`src/rtl/rmap_window_authenticator_pkg.sv`:
```
// Shared types and status codes for the multi-window RMAP
// authorisation unit.
package rmap_auth_pkg;

  localparam logic [7:0] ST_OK     = 8'h00;
  localparam logic [7:0] ST_CMD    = 8'h02;
  localparam logic [7:0] ST_KEY    = 8'h03;
  localparam logic [7:0] ST_ACCESS = 8'h0A;
  localparam logic [7:0] ST_RMWLEN = 8'h0B;
  localparam logic [7:0] ST_LADDR  = 8'h0C;

  localparam int CMD_WRITE  = 3;
  localparam int CMD_VERIFY = 2;
  localparam int CMD_REPLY  = 1;
  localparam int CMD_INC    = 0;

  localparam logic [3:0] CMD_RMW = 4'b0111;

  typedef struct packed {
    logic rmw;
    logic write;
    logic read;
  } perm_t;

  typedef enum logic [2:0] {
    S_IDLE,
    S_CAPTURE,
    S_MATCH,
    S_DECIDE,
    S_ACK,
    S_WAIT_RELEASE
  } auth_state_e;

  function automatic logic cmd_valid(
    input logic [3:0] cmd
  );
    return !(cmd inside {4'b0000, 4'b0001,
                         4'b0100, 4'b0101,
                         4'b0110});
  endfunction

endpackage

```
`src/rtl/rmap_window_authenticator_if.sv`:
```
// Authorisation handshake between RMAPTargetIP (master)
// and the window authenticator (slave).
interface rmap_auth_if;

  logic [7:0]  rmapLogicalAddress;
  logic [3:0]  rmapCommand;
  logic [7:0]  rmapKey;
  logic [7:0]  rmapExtendedAddress;
  logic [31:0] rmapAddress;
  logic [23:0] rmapDataLength;
  logic        requestAuthorization;

  logic        authorizeAck;
  logic        rejectAck;
  logic [7:0]  replyStatus;
  logic [3:0]  matchedWindow;
  logic        matchValid;
  logic        addrInvalid;
  logic        keyInvalid;
  logic        dataLengthInvalid;

  modport master (
    output rmapLogicalAddress, rmapCommand,
    output rmapKey, rmapExtendedAddress,
    output rmapAddress, rmapDataLength,
    output requestAuthorization,
    input  authorizeAck, rejectAck,
    input  replyStatus, matchedWindow,
    input  matchValid, addrInvalid,
    input  keyInvalid, dataLengthInvalid
  );

  modport slave (
    input  rmapLogicalAddress, rmapCommand,
    input  rmapKey, rmapExtendedAddress,
    input  rmapAddress, rmapDataLength,
    input  requestAuthorization,
    output authorizeAck, rejectAck,
    output replyStatus, matchedWindow,
    output matchValid, addrInvalid,
    output keyInvalid, dataLengthInvalid
  );

endinterface

```
`src/rtl/rmap_window_authenticator_match.sv`:
```
// Single-window check: address hit, key, permission
// and max-length, all combinational.
module rmap_window_match
  import rmap_auth_pkg::*;
(
  input  logic        en_i,
  input  logic [7:0]  ext_i,
  input  logic [31:0] base_i,
  input  logic [31:0] limit_i,
  input  logic [7:0]  key_i,
  input  perm_t       perm_i,
  input  logic [23:0] maxlen_i,
  input  logic [7:0]  req_ext_i,
  input  logic [31:0] req_addr_i,
  input  logic [32:0] req_end_i,
  input  logic [23:0] req_len_i,
  input  logic [7:0]  req_key_i,
  input  logic [3:0]  req_cmd_i,
  output logic        hit_o,
  output logic        key_ok_o,
  output logic        perm_ok_o,
  output logic        len_ok_o
);

  logic in_lo;
  logic in_hi;

  assign in_lo = req_addr_i >= base_i;

  // Zero-length access must still start inside the window.
  assign in_hi = (req_len_i == '0)
               ? (req_addr_i < limit_i)
               : (req_end_i <= {1'b0, limit_i});

  assign hit_o = en_i
              && (req_ext_i == ext_i)
              && in_lo && in_hi;

  assign key_ok_o = req_key_i == key_i;
  assign len_ok_o = req_len_i <= maxlen_i;

  always_comb begin
    perm_ok_o = perm_i.read;
    unique case (1'b1)
      req_cmd_i[CMD_WRITE]:    perm_ok_o = perm_i.write;
      (req_cmd_i == CMD_RMW):  perm_ok_o = perm_i.rmw;
      default: ;
    endcase
  end

endmodule

```
`src/rtl/rmap_window_authenticator.sv`:
```
// Multi-window RMAP authorisation: fixed 4-cycle decision
// with held status and saturating accept/reject counters.
module rmap_window_authenticator
  import rmap_auth_pkg::*;
#(
  parameter int NUM_WINDOWS = 4,
  parameter int CNT_WIDTH   = 16
) (
  input  logic clk,
  input  logic rst,
  input  logic [7:0] logicalAddress,
  input  logic [NUM_WINDOWS-1:0] winEnable,
  input  logic [NUM_WINDOWS-1:0][7:0] winExtAddr,
  input  logic [NUM_WINDOWS-1:0][31:0] winBase,
  input  logic [NUM_WINDOWS-1:0][31:0] winLimit,
  input  logic [NUM_WINDOWS-1:0][7:0] winKey,
  input  perm_t [NUM_WINDOWS-1:0] winPerm,
  input  logic [NUM_WINDOWS-1:0][23:0] winMaxLen,
  input  logic countClear,
  output logic [CNT_WIDTH-1:0] acceptCount,
  output logic [CNT_WIDTH-1:0] rejectCount,
  rmap_auth_if.slave bus
);

  auth_state_e state_q;

  logic [7:0]  la_q;
  logic [3:0]  cmd_q;
  logic [7:0]  key_q;
  logic [7:0]  ext_q;
  logic [31:0] addr_q;
  logic [23:0] len_q;
  logic [32:0] end_q;
  logic        la_ok_q;

  logic [NUM_WINDOWS-1:0] hit_d, hit_q;
  logic [NUM_WINDOWS-1:0] kok_d, kok_q;
  logic [NUM_WINDOWS-1:0] pok_d, pok_q;
  logic [NUM_WINDOWS-1:0] lok_d, lok_q;

  logic       auth_q, rej_q;
  logic [7:0] status_q;
  logic [3:0] win_q;
  logic       mv_q, ai_q, ki_q, dli_q;

  logic [CNT_WIDTH-1:0] acc_q, rcnt_q;

  for (genvar g = 0; g < NUM_WINDOWS; g++) begin : g_win
    rmap_window_match u_match (
      .en_i       (winEnable[g]),
      .ext_i      (winExtAddr[g]),
      .base_i     (winBase[g]),
      .limit_i    (winLimit[g]),
      .key_i      (winKey[g]),
      .perm_i     (winPerm[g]),
      .maxlen_i   (winMaxLen[g]),
      .req_ext_i  (ext_q),
      .req_addr_i (addr_q),
      .req_end_i  (end_q),
      .req_len_i  (len_q),
      .req_key_i  (key_q),
      .req_cmd_i  (cmd_q),
      .hit_o      (hit_d[g]),
      .key_ok_o   (kok_d[g]),
      .perm_ok_o  (pok_d[g]),
      .len_ok_o   (lok_d[g])
    );
  end

  logic [3:0] sel_d;
  logic       kok_sel, pok_sel, lok_sel;

  // Lowest hit index wins; no fallthrough to other windows.
  always_comb begin
    sel_d   = '0;
    kok_sel = 1'b0;
    pok_sel = 1'b0;
    lok_sel = 1'b0;
    for (int i = NUM_WINDOWS - 1; i >= 0; i--) begin
      if (hit_q[i]) begin
        sel_d   = 4'(i);
        kok_sel = kok_q[i];
        pok_sel = pok_q[i];
        lok_sel = lok_q[i];
      end
    end
  end

  logic [7:0] status_d;
  logic       ai_d, ki_d, dli_d;
  logic       rmw_len_ok;

  assign rmw_len_ok = len_q inside {24'd2, 24'd4,
                                    24'd6, 24'd8};

  always_comb begin
    status_d = ST_OK;
    ai_d     = 1'b0;
    ki_d     = 1'b0;
    dli_d    = 1'b0;
    if (!la_ok_q) begin
      status_d = ST_LADDR;
    end else if (!cmd_valid(cmd_q)) begin
      status_d = ST_CMD;
    end else if (hit_q == '0) begin
      status_d = ST_ACCESS;
      ai_d     = 1'b1;
    end else if (!kok_sel) begin
      status_d = ST_KEY;
      ki_d     = 1'b1;
    end else if (!pok_sel) begin
      status_d = ST_ACCESS;
    end else if (cmd_q == CMD_RMW && !rmw_len_ok) begin
      status_d = ST_RMWLEN;
      dli_d    = 1'b1;
    end else if (!lok_sel) begin
      status_d = ST_ACCESS;
      dli_d    = 1'b1;
    end
  end

  always_ff @(posedge clk or negedge rst) begin
    if (!rst) begin
      state_q  <= S_IDLE;
      la_q     <= '0;
      cmd_q    <= '0;
      key_q    <= '0;
      ext_q    <= '0;
      addr_q   <= '0;
      len_q    <= '0;
      end_q    <= '0;
      la_ok_q  <= 1'b0;
      hit_q    <= '0;
      kok_q    <= '0;
      pok_q    <= '0;
      lok_q    <= '0;
      auth_q   <= 1'b0;
      rej_q    <= 1'b0;
      status_q <= '0;
      win_q    <= '0;
      mv_q     <= 1'b0;
      ai_q     <= 1'b0;
      ki_q     <= 1'b0;
      dli_q    <= 1'b0;
    end else begin
      auth_q <= 1'b0;
      rej_q  <= 1'b0;
      unique case (state_q)
        S_IDLE: begin
          if (bus.requestAuthorization) begin
            la_q    <= bus.rmapLogicalAddress;
            cmd_q   <= bus.rmapCommand;
            key_q   <= bus.rmapKey;
            ext_q   <= bus.rmapExtendedAddress;
            addr_q  <= bus.rmapAddress;
            len_q   <= bus.rmapDataLength;
            state_q <= S_CAPTURE;
          end
        end
        S_CAPTURE: begin
          end_q   <= {1'b0, addr_q} + {9'b0, len_q};
          state_q <= S_MATCH;
        end
        S_MATCH: begin
          la_ok_q <= la_q == logicalAddress;
          hit_q   <= hit_d;
          kok_q   <= kok_d;
          pok_q   <= pok_d;
          lok_q   <= lok_d;
          state_q <= S_DECIDE;
        end
        S_DECIDE: begin
          status_q <= status_d;
          auth_q   <= status_d == ST_OK;
          rej_q    <= status_d != ST_OK;
          win_q    <= sel_d;
          mv_q     <= |hit_q;
          ai_q     <= ai_d;
          ki_q     <= ki_d;
          dli_q    <= dli_d;
          state_q  <= S_ACK;
        end
        S_ACK: begin
          state_q <= S_WAIT_RELEASE;
        end
        S_WAIT_RELEASE: begin
          if (!bus.requestAuthorization) begin
            state_q <= S_IDLE;
          end
        end
        default: state_q <= S_IDLE;
      endcase
    end
  end

  always_ff @(posedge clk or negedge rst) begin
    if (!rst) begin
      acc_q  <= '0;
      rcnt_q <= '0;
    end else if (countClear) begin
      acc_q  <= '0;
      rcnt_q <= '0;
    end else begin
      if (auth_q && !(&acc_q)) acc_q <= acc_q + 1'b1;
      if (rej_q && !(&rcnt_q)) rcnt_q <= rcnt_q + 1'b1;
    end
  end

  assign bus.authorizeAck      = auth_q;
  assign bus.rejectAck         = rej_q;
  assign bus.replyStatus       = status_q;
  assign bus.matchedWindow     = win_q;
  assign bus.matchValid        = mv_q;
  assign bus.addrInvalid       = ai_q;
  assign bus.keyInvalid        = ki_q;
  assign bus.dataLengthInvalid = dli_q;
  assign acceptCount           = acc_q;
  assign rejectCount           = rcnt_q;

endmodule

```
`src/flat_wrapper.sv`:
```
// flat-port wrapper written by rule: the top's interface ports become plain ports
module rmap_window_authenticator_flat import rmap_auth_pkg::*;
#(
  parameter int NUM_WINDOWS = 4,
  parameter int CNT_WIDTH   = 16
)
  (clk, rst, logicalAddress, winEnable, winExtAddr, winBase, winLimit, winKey, winPerm, winMaxLen, countClear, acceptCount, rejectCount, bus_rmapLogicalAddress, bus_rmapCommand, bus_rmapKey, bus_rmapExtendedAddress, bus_rmapAddress, bus_rmapDataLength, bus_requestAuthorization, bus_authorizeAck, bus_rejectAck, bus_replyStatus, bus_matchedWindow, bus_matchValid, bus_addrInvalid, bus_keyInvalid, bus_dataLengthInvalid);
  rmap_auth_if bus_i ();
  input  logic clk;
  input  logic rst;
  input  logic [7:0] logicalAddress;
  input  logic [NUM_WINDOWS-1:0] winEnable;
  input  logic [NUM_WINDOWS-1:0][7:0] winExtAddr;
  input  logic [NUM_WINDOWS-1:0][31:0] winBase;
  input  logic [NUM_WINDOWS-1:0][31:0] winLimit;
  input  logic [NUM_WINDOWS-1:0][7:0] winKey;
  input  perm_t [NUM_WINDOWS-1:0] winPerm;
  input  logic [NUM_WINDOWS-1:0][23:0] winMaxLen;
  input  logic countClear;
  output logic [CNT_WIDTH-1:0] acceptCount;
  output logic [CNT_WIDTH-1:0] rejectCount;
  input wire logic [$bits(bus_i.rmapLogicalAddress)-1:0] bus_rmapLogicalAddress;
  input wire logic [$bits(bus_i.rmapCommand)-1:0] bus_rmapCommand;
  input wire logic [$bits(bus_i.rmapKey)-1:0] bus_rmapKey;
  input wire logic [$bits(bus_i.rmapExtendedAddress)-1:0] bus_rmapExtendedAddress;
  input wire logic [$bits(bus_i.rmapAddress)-1:0] bus_rmapAddress;
  input wire logic [$bits(bus_i.rmapDataLength)-1:0] bus_rmapDataLength;
  input wire logic [$bits(bus_i.requestAuthorization)-1:0] bus_requestAuthorization;
  output wire logic [$bits(bus_i.authorizeAck)-1:0] bus_authorizeAck;
  output wire logic [$bits(bus_i.rejectAck)-1:0] bus_rejectAck;
  output wire logic [$bits(bus_i.replyStatus)-1:0] bus_replyStatus;
  output wire logic [$bits(bus_i.matchedWindow)-1:0] bus_matchedWindow;
  output wire logic [$bits(bus_i.matchValid)-1:0] bus_matchValid;
  output wire logic [$bits(bus_i.addrInvalid)-1:0] bus_addrInvalid;
  output wire logic [$bits(bus_i.keyInvalid)-1:0] bus_keyInvalid;
  output wire logic [$bits(bus_i.dataLengthInvalid)-1:0] bus_dataLengthInvalid;
  assign bus_i.rmapLogicalAddress = bus_rmapLogicalAddress;
  assign bus_i.rmapCommand = bus_rmapCommand;
  assign bus_i.rmapKey = bus_rmapKey;
  assign bus_i.rmapExtendedAddress = bus_rmapExtendedAddress;
  assign bus_i.rmapAddress = bus_rmapAddress;
  assign bus_i.rmapDataLength = bus_rmapDataLength;
  assign bus_i.requestAuthorization = bus_requestAuthorization;
  assign bus_authorizeAck = bus_i.authorizeAck;
  assign bus_rejectAck = bus_i.rejectAck;
  assign bus_replyStatus = bus_i.replyStatus;
  assign bus_matchedWindow = bus_i.matchedWindow;
  assign bus_matchValid = bus_i.matchValid;
  assign bus_addrInvalid = bus_i.addrInvalid;
  assign bus_keyInvalid = bus_i.keyInvalid;
  assign bus_dataLengthInvalid = bus_i.dataLengthInvalid;
  rmap_window_authenticator #(.NUM_WINDOWS(NUM_WINDOWS), .CNT_WIDTH(CNT_WIDTH)) u_core (.clk(clk), .rst(rst), .logicalAddress(logicalAddress), .winEnable(winEnable), .winExtAddr(winExtAddr), .winBase(winBase), .winLimit(winLimit), .winKey(winKey), .winPerm(winPerm), .winMaxLen(winMaxLen), .countClear(countClear), .acceptCount(acceptCount), .rejectCount(rejectCount), .bus(bus_i));
endmodule
```
`config.mk`:
```
export PLATFORM = sky130hd
export DESIGN_NAME = rmap_window_authenticator_flat
export DESIGN_NICKNAME = d
export VERILOG_FILES = /design/src/rtl/rmap_window_authenticator_pkg.sv /design/src/rtl/rmap_window_authenticator_if.sv /design/src/rtl/rmap_window_authenticator_match.sv /design/src/rtl/rmap_window_authenticator.sv /design/src/flat_wrapper.sv
export SDC_FILE = /design/constraint.sdc
export NUM_CORES = 1
export LEC_CHECK = 0
export ABC_AREA = 1
export BUFFER_PORTS_ARGS = -buffer_cell sky130_fd_sc_hd__buf_2
export CAP_MARGIN = 10
export CORE_AREA = 2 2 222 224
export DETAILED_ROUTE_END_ITERATION = 12
export DIE_AREA = 0 0 224 226
export HOLD_SLACK_MARGIN = 0.08
export PLACE_DENSITY = 0.78
export SETUP_SLACK_MARGIN = 0.2
export SLEW_MARGIN = 10
export SYNTH_ARGS = -nofsm -noshare
export SYNTH_HDL_FRONTEND = slang
export SYNTH_SLANG_ARGS = --single-unit
export TNS_END_PERCENT = 50
```
`constraint.sdc`:
```
create_clock -name clk -period 1.9 [get_ports clk]
set_input_delay 0.38 -clock clk [delete_from_list [all_inputs] [get_ports clk]]
set_output_delay 0.38 -clock clk [all_outputs]
set_load 0.02 [all_outputs]
```
==> results of run 1 <==
cells by family after synthesis:
kind of cell	synth area share, %
flops	20.1
fa+ha+maj	28.0
compound gates	12.8
mux	2.10
buf+inv	11.0
other cells	0.0167
xor+xnor	2.02
simple gates	23.9
stage by stage:
stage | utilization (%) | TNS (ns) | instance area (sq um) | power [mW] | hold WS (ns)
floorplan | - | 0 | 22800 | 23.9 | 0.0844
global placement | 58.8 | -2.31 | 28400 | 34.6 | 0.343
detailed placement | 58.8 | -2.83 | 28400 | 35.2 | 0.352
CTS | 62.1 | -0.906 | 30000 | 41.5 | 0.0833
global route | 65.3 | -5.36 | 31600 | 49.5 | 0.109
finish | 65.3 | -3.36 | 31600 | 45.9 | 0.112
worst max-delay path, delay by kind of cell, from the launching register on:
kind / cells / cell delay, ns
buf+inv: 2 / 0.22
fa+ha+maj: 1 / 0.32
simple gates: 10 / 0.93
flops: 1 / 0.59
where the power goes:
part	internal, mW	switching, mW	total (mW)
Sequential	5.38	2.48	7.86
Combinational	15.6	18.7	34.3
Clock	1.80	1.96	3.76
path summary, 6_finish.rpt:
check	from	endpoint	cells past startpoint
min in group asynchronous	rst	u_core.addr_q[29]	2
max in group asynchronous	rst	u_core.addr_q[17]	3
hold / removal	bus_rmapDataLength[6]	u_core.len_q[6]	2
setup reg to reg	u_core.addr_q[9]	u_core.end_q[21]	13
setup / recovery	u_core.addr_q[9]	u_core.end_q[21]	13
hold reg to reg	u_core.bus.matchedWindow[1]	u_core.bus.matchedWindow[1]	2
placed cells by master (no fill, tap or decap), types with 20 or more instances in the layout:
master / instances
xnor2_1: 25
nor3_1: 30
nand2_2: 55
o21a_1: 20
nand4_1: 52
ha_1: 442
nor2_4: 25
buf_4: 265
o21ai_0: 106
nand3_2: 33
ha_4: 57
a21oi_2: 28
mux2_2: 42
buf_6: 45
nor2_2: 32
dfrtp_2: 43
dfrtp_1: 137
nand2_1: 658
nor2_1: 212
o21ai_1: 28
a21oi_1: 284
buf_2: 569
nand3_1: 79
inv_1: 595
final cells by class:
| cell class | instances | area, sq um |
|---|---|---|
| antenna | 6 | 15.0 |
| timing repair buffer | 905 | 5740 |
| clock buffer | 18 | 439 |
| sequential | 181 | 4590 |
| tap | 622 | 778 |
| inverter | 612 | 2300 |
| clock inverter | 14 | 149 |
| fill | 4026 | 16800 |
| multi-input combinational | 2422 | 17600 |
registers in the layout (all words and copies together) (netlist names), 8 cells and up:
| name | cells |
|---|---|
| u_core.rejectCount | 16 |
| u_core.la_q | 8 |
| u_core.acceptCount | 16 |
| u_core.key_q | 8 |
| u_core.end_q | 33 |
| u_core.addr_q | 32 |
| u_core.len_q | 24 |
| u_core.ext_q | 8 |
routing by layer:
metal	routed length [microns]	share of wire [%]
met4	5110	5.8
met1	35600	40
met5	74	0.084
met2	41300	47
met3	6540	7.4
repair_timing:
action,in CTS,in global routing
pin swaps,66,147
gates resized for setup,197,291
endpoints found under the setup margin,53,71
hold buffers,10,0
buffers inserted,23,28
hold endpoints to repair,48,0
==> results.txt, run 1 <==
status: complete, but fails checks
violated checks: setup timing
Vias per Instance: 5.37
Worst setup EP type: flop
share of layout cells above drive strength 1: 32.9%
Arrival @ worst endpoint: 2.55 ns
post-synthesis cell count: 3248
average size of a mapped cell: 6.93 sq um
Post-synth EDFFs: 0
Max VDD drop: 0.000867 V
Primary FF master, synth: dfrtp_1
Post-Place Cells: 4681
MaxCap Viol Count: 0
Ports: 578
power per standard cell area: 1450 mW/mm^2
H-tree level count: 4
First DRT Iteration DRCs: 1549
Pins Over Slew Limit: 0
area leader, netlist: ha_1
static leakage: 17.6 nW
min-delay worst type: in -> reg
Post-Place Worst Slack: -0.497 ns
HPWL Detailed: 71700 microns
cell area after synthesis: 0.0225 sq mm
Clock Path Buffers: 2
most common cell in the netlist: nand2_1
fin cells: 4780
RePlAce Congestion: 0.986
asr flop ratio synth: 100%
Setup crit start kind: flop
vias in the first global route: 24403
Seq/Total Area, Yosys: 20.1%
final hold vios: 0
Initial Utilization: 46.6%
fin crit share: 113%
DRC viols: 0
All-Layer GR Usage: 33.2%
clock slew at reported path FFs: 0.08 ns
post-synth cell types: 53
Max Clk Rate: 0.464 GHz
port buffer count: 571
post-synth top area share: 27.9%
CP most frequent cell: nand2_1
DR pass1 iterations: 5
critical path fanouts, max: 7
CTS Sinks: 181
unrepaired setup endpoints after global routing: true
drt total wl: 88600 microns
Setup WS post-layout: -0.254 ns
CP max stage cell: dfrtp_4
DIE HEIGHT: 226 microns
Net count, final: 5170
core box area: 0.0483 sq mm
initial antenna violation count: 11
Setup-failing EPs final: 29
synth cell count leaders: 728 x nand2_1, 609 x inv_1, 502 x ha_1
largest net degree at the start of global routing: 55
Routed wire per std cell: 18.5 microns
Synth area leaders: ha_1 28%, dfrtp_1 20%, nand2_1 12%
met2 GRT Util: 56.0%
first-pass GRT wire length: 129000 microns
DR vias: 25647
CP Class: reg -> reg
clk_skew: 0.0177 ns
CTS tree: built
critical-path cell list: buf_12 -> ha_4 -> nand2_4 -> nor2_4 -> inv_2 -> nor3_2 -> nand2_1 -> nand2_2 -> nand2_1 -> nand2_1 -> nand2_1 -> nand3_1 -> nand2_1
grt met3 use: 5.83%
post-route antenna net violation count: 0
GRT Max-Usage Layer: met2
num rows: 81
Die W: 224 microns
Worst EP required: 2.30 ns
area growth from synthesis to layout: 40.2%
die area: 0.0506 sq mm
synthesis-stage register bit count: 181
Reg2Reg Setup Slack: -0.25 ns
Tmin final: 2.15 ns
synth warn: 0
clock tree root buffer cell: clkbuf_16
M1 GR Usage: 40.2%
worst skew pair latency: 0.50 ns
Crit path largest cell delay: 0.59 ns
cts bufs inserted: 17
Congestion Overflow GR: 0
No activity file was read; power rests on OpenSTA's default activity.
==> inputs of run 2 (changes only) <==
- ABC_AREA: 1 -> default
- CORE_AREA: 2 2 222 224 -> 2 2 228 230
- DIE_AREA: 0 0 224 226 -> 0 0 230 232
- PLACE_DENSITY: 0.78 -> 0.71
==> run 2 against run 1 <==
  * Sequential share of layout area is 0.21 points lower
  * Largest cell class unchanged
  * The flow still finishes with violations (setup timing)
  * Clock power is 8.0% lower
  * Clock skew hardly changed
  * Sequential power hardly changed
==> results.txt, run 2 <==
power per standard cell area: 1460 mW/mm^2 (+0.68%)
largest family of logic cells by synthesized area: adder cells
synth warn: 0 (unchanged)
critical-path cell list: buf_4 -> ha_1 -> a21oi_1 -> nor3b_1 -> o21ai_1 -> a21oi_1 -> buf_4 -> o41ai_2 -> buf_4 -> a2111oi_4 -> o31ai_2
MaxCap Viol Count: 0 (unchanged)
status: complete, but fails checks
Worst setup EP type: flop
first-pass GRT wire length: 128000 microns (-0.38%)
CP Class: reg -> reg
CTS Sinks: 181 (unchanged)
share of layout cells above drive strength 1: 41.6% (+8.7 points)
min-delay worst type: in -> reg
drt total wl: 86300 microns (-2.6%)
Largest regs: u_core.end_q (33), u_core.addr_q (32), u_core.len_q (24)
Routed wire per std cell: 20.0 microns (+8.1%)
post-synthesis cell count: 2500 (-23%)
area leader, netlist: ha_1
routed wire length on met3: 5810 microns (-11%)
Primary FF master, synth: dfrtp_1
critical path's top delay family: compound AO/OA/AOI/OAI gates
post-synth top area share: 29.8% (+1.9 points)
cell area after synthesis: 0.0211 sq mm (-6.2%)
mux contribution to synthesized area: 4.55% (+2.4 points)
cell area after layout: 0.0321 sq mm (+1.5%)
fin crit share: 138% (+25 points)
post-synth cell types: 83 (+57%)
largest net degree at the start of global routing: 50 (-9.1%)
logic gate share of total power: 75.9% (+1.2 points)
clk_skew: 0.0174 ns (-0.000230 ns)
most common cell after layout, fill and taps aside: buf_2
Max Clk Rate: 0.380 GHz (-18%)
CTS tree: built
Post-Place Cells: 4159 (-11%)
Ports: 578 (unchanged)
NetSw: 21.5 mW (-6.9%)
clock share of power: 7.4% (-0.8 points)
port buffer count: 571 (unchanged)
DR top layer: met4
DR pass1 iterations: 5 (unchanged)
cts bufs inserted: 17 (unchanged)
core box area: 0.0509 sq mm (+5.3%)
compound-cell area share of the yosys netlist: 17.0% (+4.2 points)
initial antenna violation count: 14 (+3)
final hold vios: 0 (unchanged)
Initial Utilization: 41.5% (-5.1 points)
Synth Area in XOR/XNOR: 4.94% (+2.9 points)
synthesis-stage register bit count: 181 (unchanged)
Post-Place Worst Slack: -0.893 ns (-0.396 ns)
worst skew pair latency: 0.50 ns (about the same)
Synth Area in Adders: 29.9% (+1.9 points)
Crit path largest cell delay: 0.49 ns (-0.10 ns)
met2 WL: 40900 microns (-0.76%)
Layout Utilization: 63.0% (-2.3 points)
All-Layer GR Usage: 31.3% (-1.9 points)
violated checks: setup timing
area growth from synthesis to layout: 51.8%
WL met1: 36000 microns (+1.1%)
Vias per Instance: 5.43 (+1.1%)
num rows: 83 (+2.5%)
Worst Tran Pin Value: 0.640 ns
First DRT Iteration DRCs: 1615 (+4.3%)
Die W: 230 microns (+2.7%)
sequential power share: 16.7% (-0.4 points)
most frequent cells in the layout: 570 x buf_2, 453 x ha_1, 444 x buf_4, 359 x inv_1, 163 x a21oi_1
Largest register FFs: 33 (unchanged)
post-route antenna net violation count: 0 (unchanged)
Net Sw Frac: 45.8% (-4.5 points)
Reg with most FFs: u_core.end_q
Max VDD drop: 0.000763 V (-12%)
fin cells: 4306 (-9.9%)
Setup crit start kind: flop
Arrival @ worst endpoint: 3.01 ns (+0.46 ns)
Seq/Total Area, Yosys: 21.5% (+1.3 points)
DIE HEIGHT: 232 microns (+2.7%)
DR vias: 23361 (-8.9%)
Congestion Overflow GR: 0 (unchanged)
DRC viols: 0 (unchanged)
Setup-failing EPs final: 57 (+97%)
setup TNS: -18.68 ns (-15.33 ns)
die area: 0.0534 sq mm (+5.4%)
WP buf/inv: 3 (+1)
Worst EP required: 2.28 ns (-0.02 ns)
clock tree root buffer cell: clkbuf_16
Tmin final: 2.63 ns (+0.477 ns)
CP most frequent cell: buf_4
HPWL Detailed: 69600 microns (-2.9%)
critical path fanouts, max: 5 (-2)
Pins Over Slew Limit: 0 (unchanged)
Clock Path Buffers: 2 (unchanged)
most common cell in the netlist: ha_1
H-tree level count: 4 (unchanged)
Post-synth EDFFs: 0 (unchanged)
Slew headroom: 56.2%
Synth area leaders: ha_1 30%, dfrtp_1 21%, inv_1 6.4%
Post-Synth Simple-Gate Area: 14.5% (-9.4 points)
Pwr Total: 46.9 mW (+2.2%)
Net count, final: 4629 (-10%)
Hold WS: 0.117 ns (+0.00495 ns)
Cell Int Power: 25.4 mW (+12%)
RePlAce Congestion: 1.02 (+3.6%)
CP max stage cell: dfrtp_2
static leakage: 17.2 nW (-2.6%)
dpl cell area: 0.0287 sq mm (+1.1%)
synth cell count leaders: 502 x ha_1, 361 x inv_1, 187 x a21oi_1
average size of a mapped cell: 8.44 sq um (+22%)
clock slew at reported path FFs: 0.07 ns (about the same)
unrepaired setup endpoints after global routing: true
asr flop ratio synth: 100% (unchanged)
Setup WS post-layout: -0.731 ns (-0.477 ns)
vias in the first global route: 23065 (-5.5%)
## run 2: timing repair
| item | in CTS | in global routing |
|---|---|---|
| gates cloned | 2 | 0 |
| gates resized for setup | 264 | 134 |
| endpoints found under the hold margin | 61 | 0 |
| hold buffers | 19 | 0 |
| endpoints found under the setup margin | 135 | 157 |
| pin swaps | 125 | 97 |
| buffers inserted | 52 | 27 |
## run 2: layout make-up
cell class | instances | area (sq um)
fill | 4241 | 18800
multi-input combinational | 1905 | 16900
timing repair buffer | 1131 | 7730
sequential | 181 | 4590
inverter | 362 | 1360
tap | 680 | 851
clock buffer | 20 | 447
clock inverter | 12 | 96.3
antenna | 15 | 37.5
## run 2: worst paths after layout
kind,start,end,slack (ns),depth (start not counted)
setup / recovery,u_core.addr_q[9],u_core.hit_q[0],-0.73,11
hold / removal,bus_rmapDataLength[14],u_core.len_q[14],0.12,2
setup reg to reg,u_core.addr_q[9],u_core.hit_q[0],-0.73,11
hold reg to reg,u_core.bus.matchedWindow[0],u_core.bus.matchedWindow[0],0.48,2
max in group asynchronous,rst,u_core.addr_q[11],0.85,3
min in group asynchronous,rst,u_core.ext_q[0],0.39,2
## run 2: per-layer routing
metal  vias up  track usage [%]
li1      11149                -
met1     11095             40.4
met2       931             52.2
met3       186             4.53
met4         0             12.9
met5         -                0
## run 2: kinds of logic (layout without fill, tap and decap cells)
group | Yosys count | after routing
AND/OR/NAND/NOR | 625 | 625
AO/OA/AOI/OAI | 566 | 566
adder cells (fa/ha/maj) | 503 | 503
buffers and inverters | 419 | 1525
flip-flops | 181 | 181
XOR/XNOR | 119 | 119
multiplexers | 86 | 86
other | 1 | 21
## run 2: power groups by stage
stage | combinational (mW) | clock, mW | sequential (mW)
4_1_cts | 32.9 | 3.53 | 7.76
2_1_floorplan | 16.4 | 0 | 7.34
3_5_place_dp | 28.7 | 0 | 7.91
5_1_grt | 38.7 | 3.66 | 7.96
6_report | 35.6 | 3.46 | 7.84
3_3_place_gp | 28.2 | 0 | 7.85
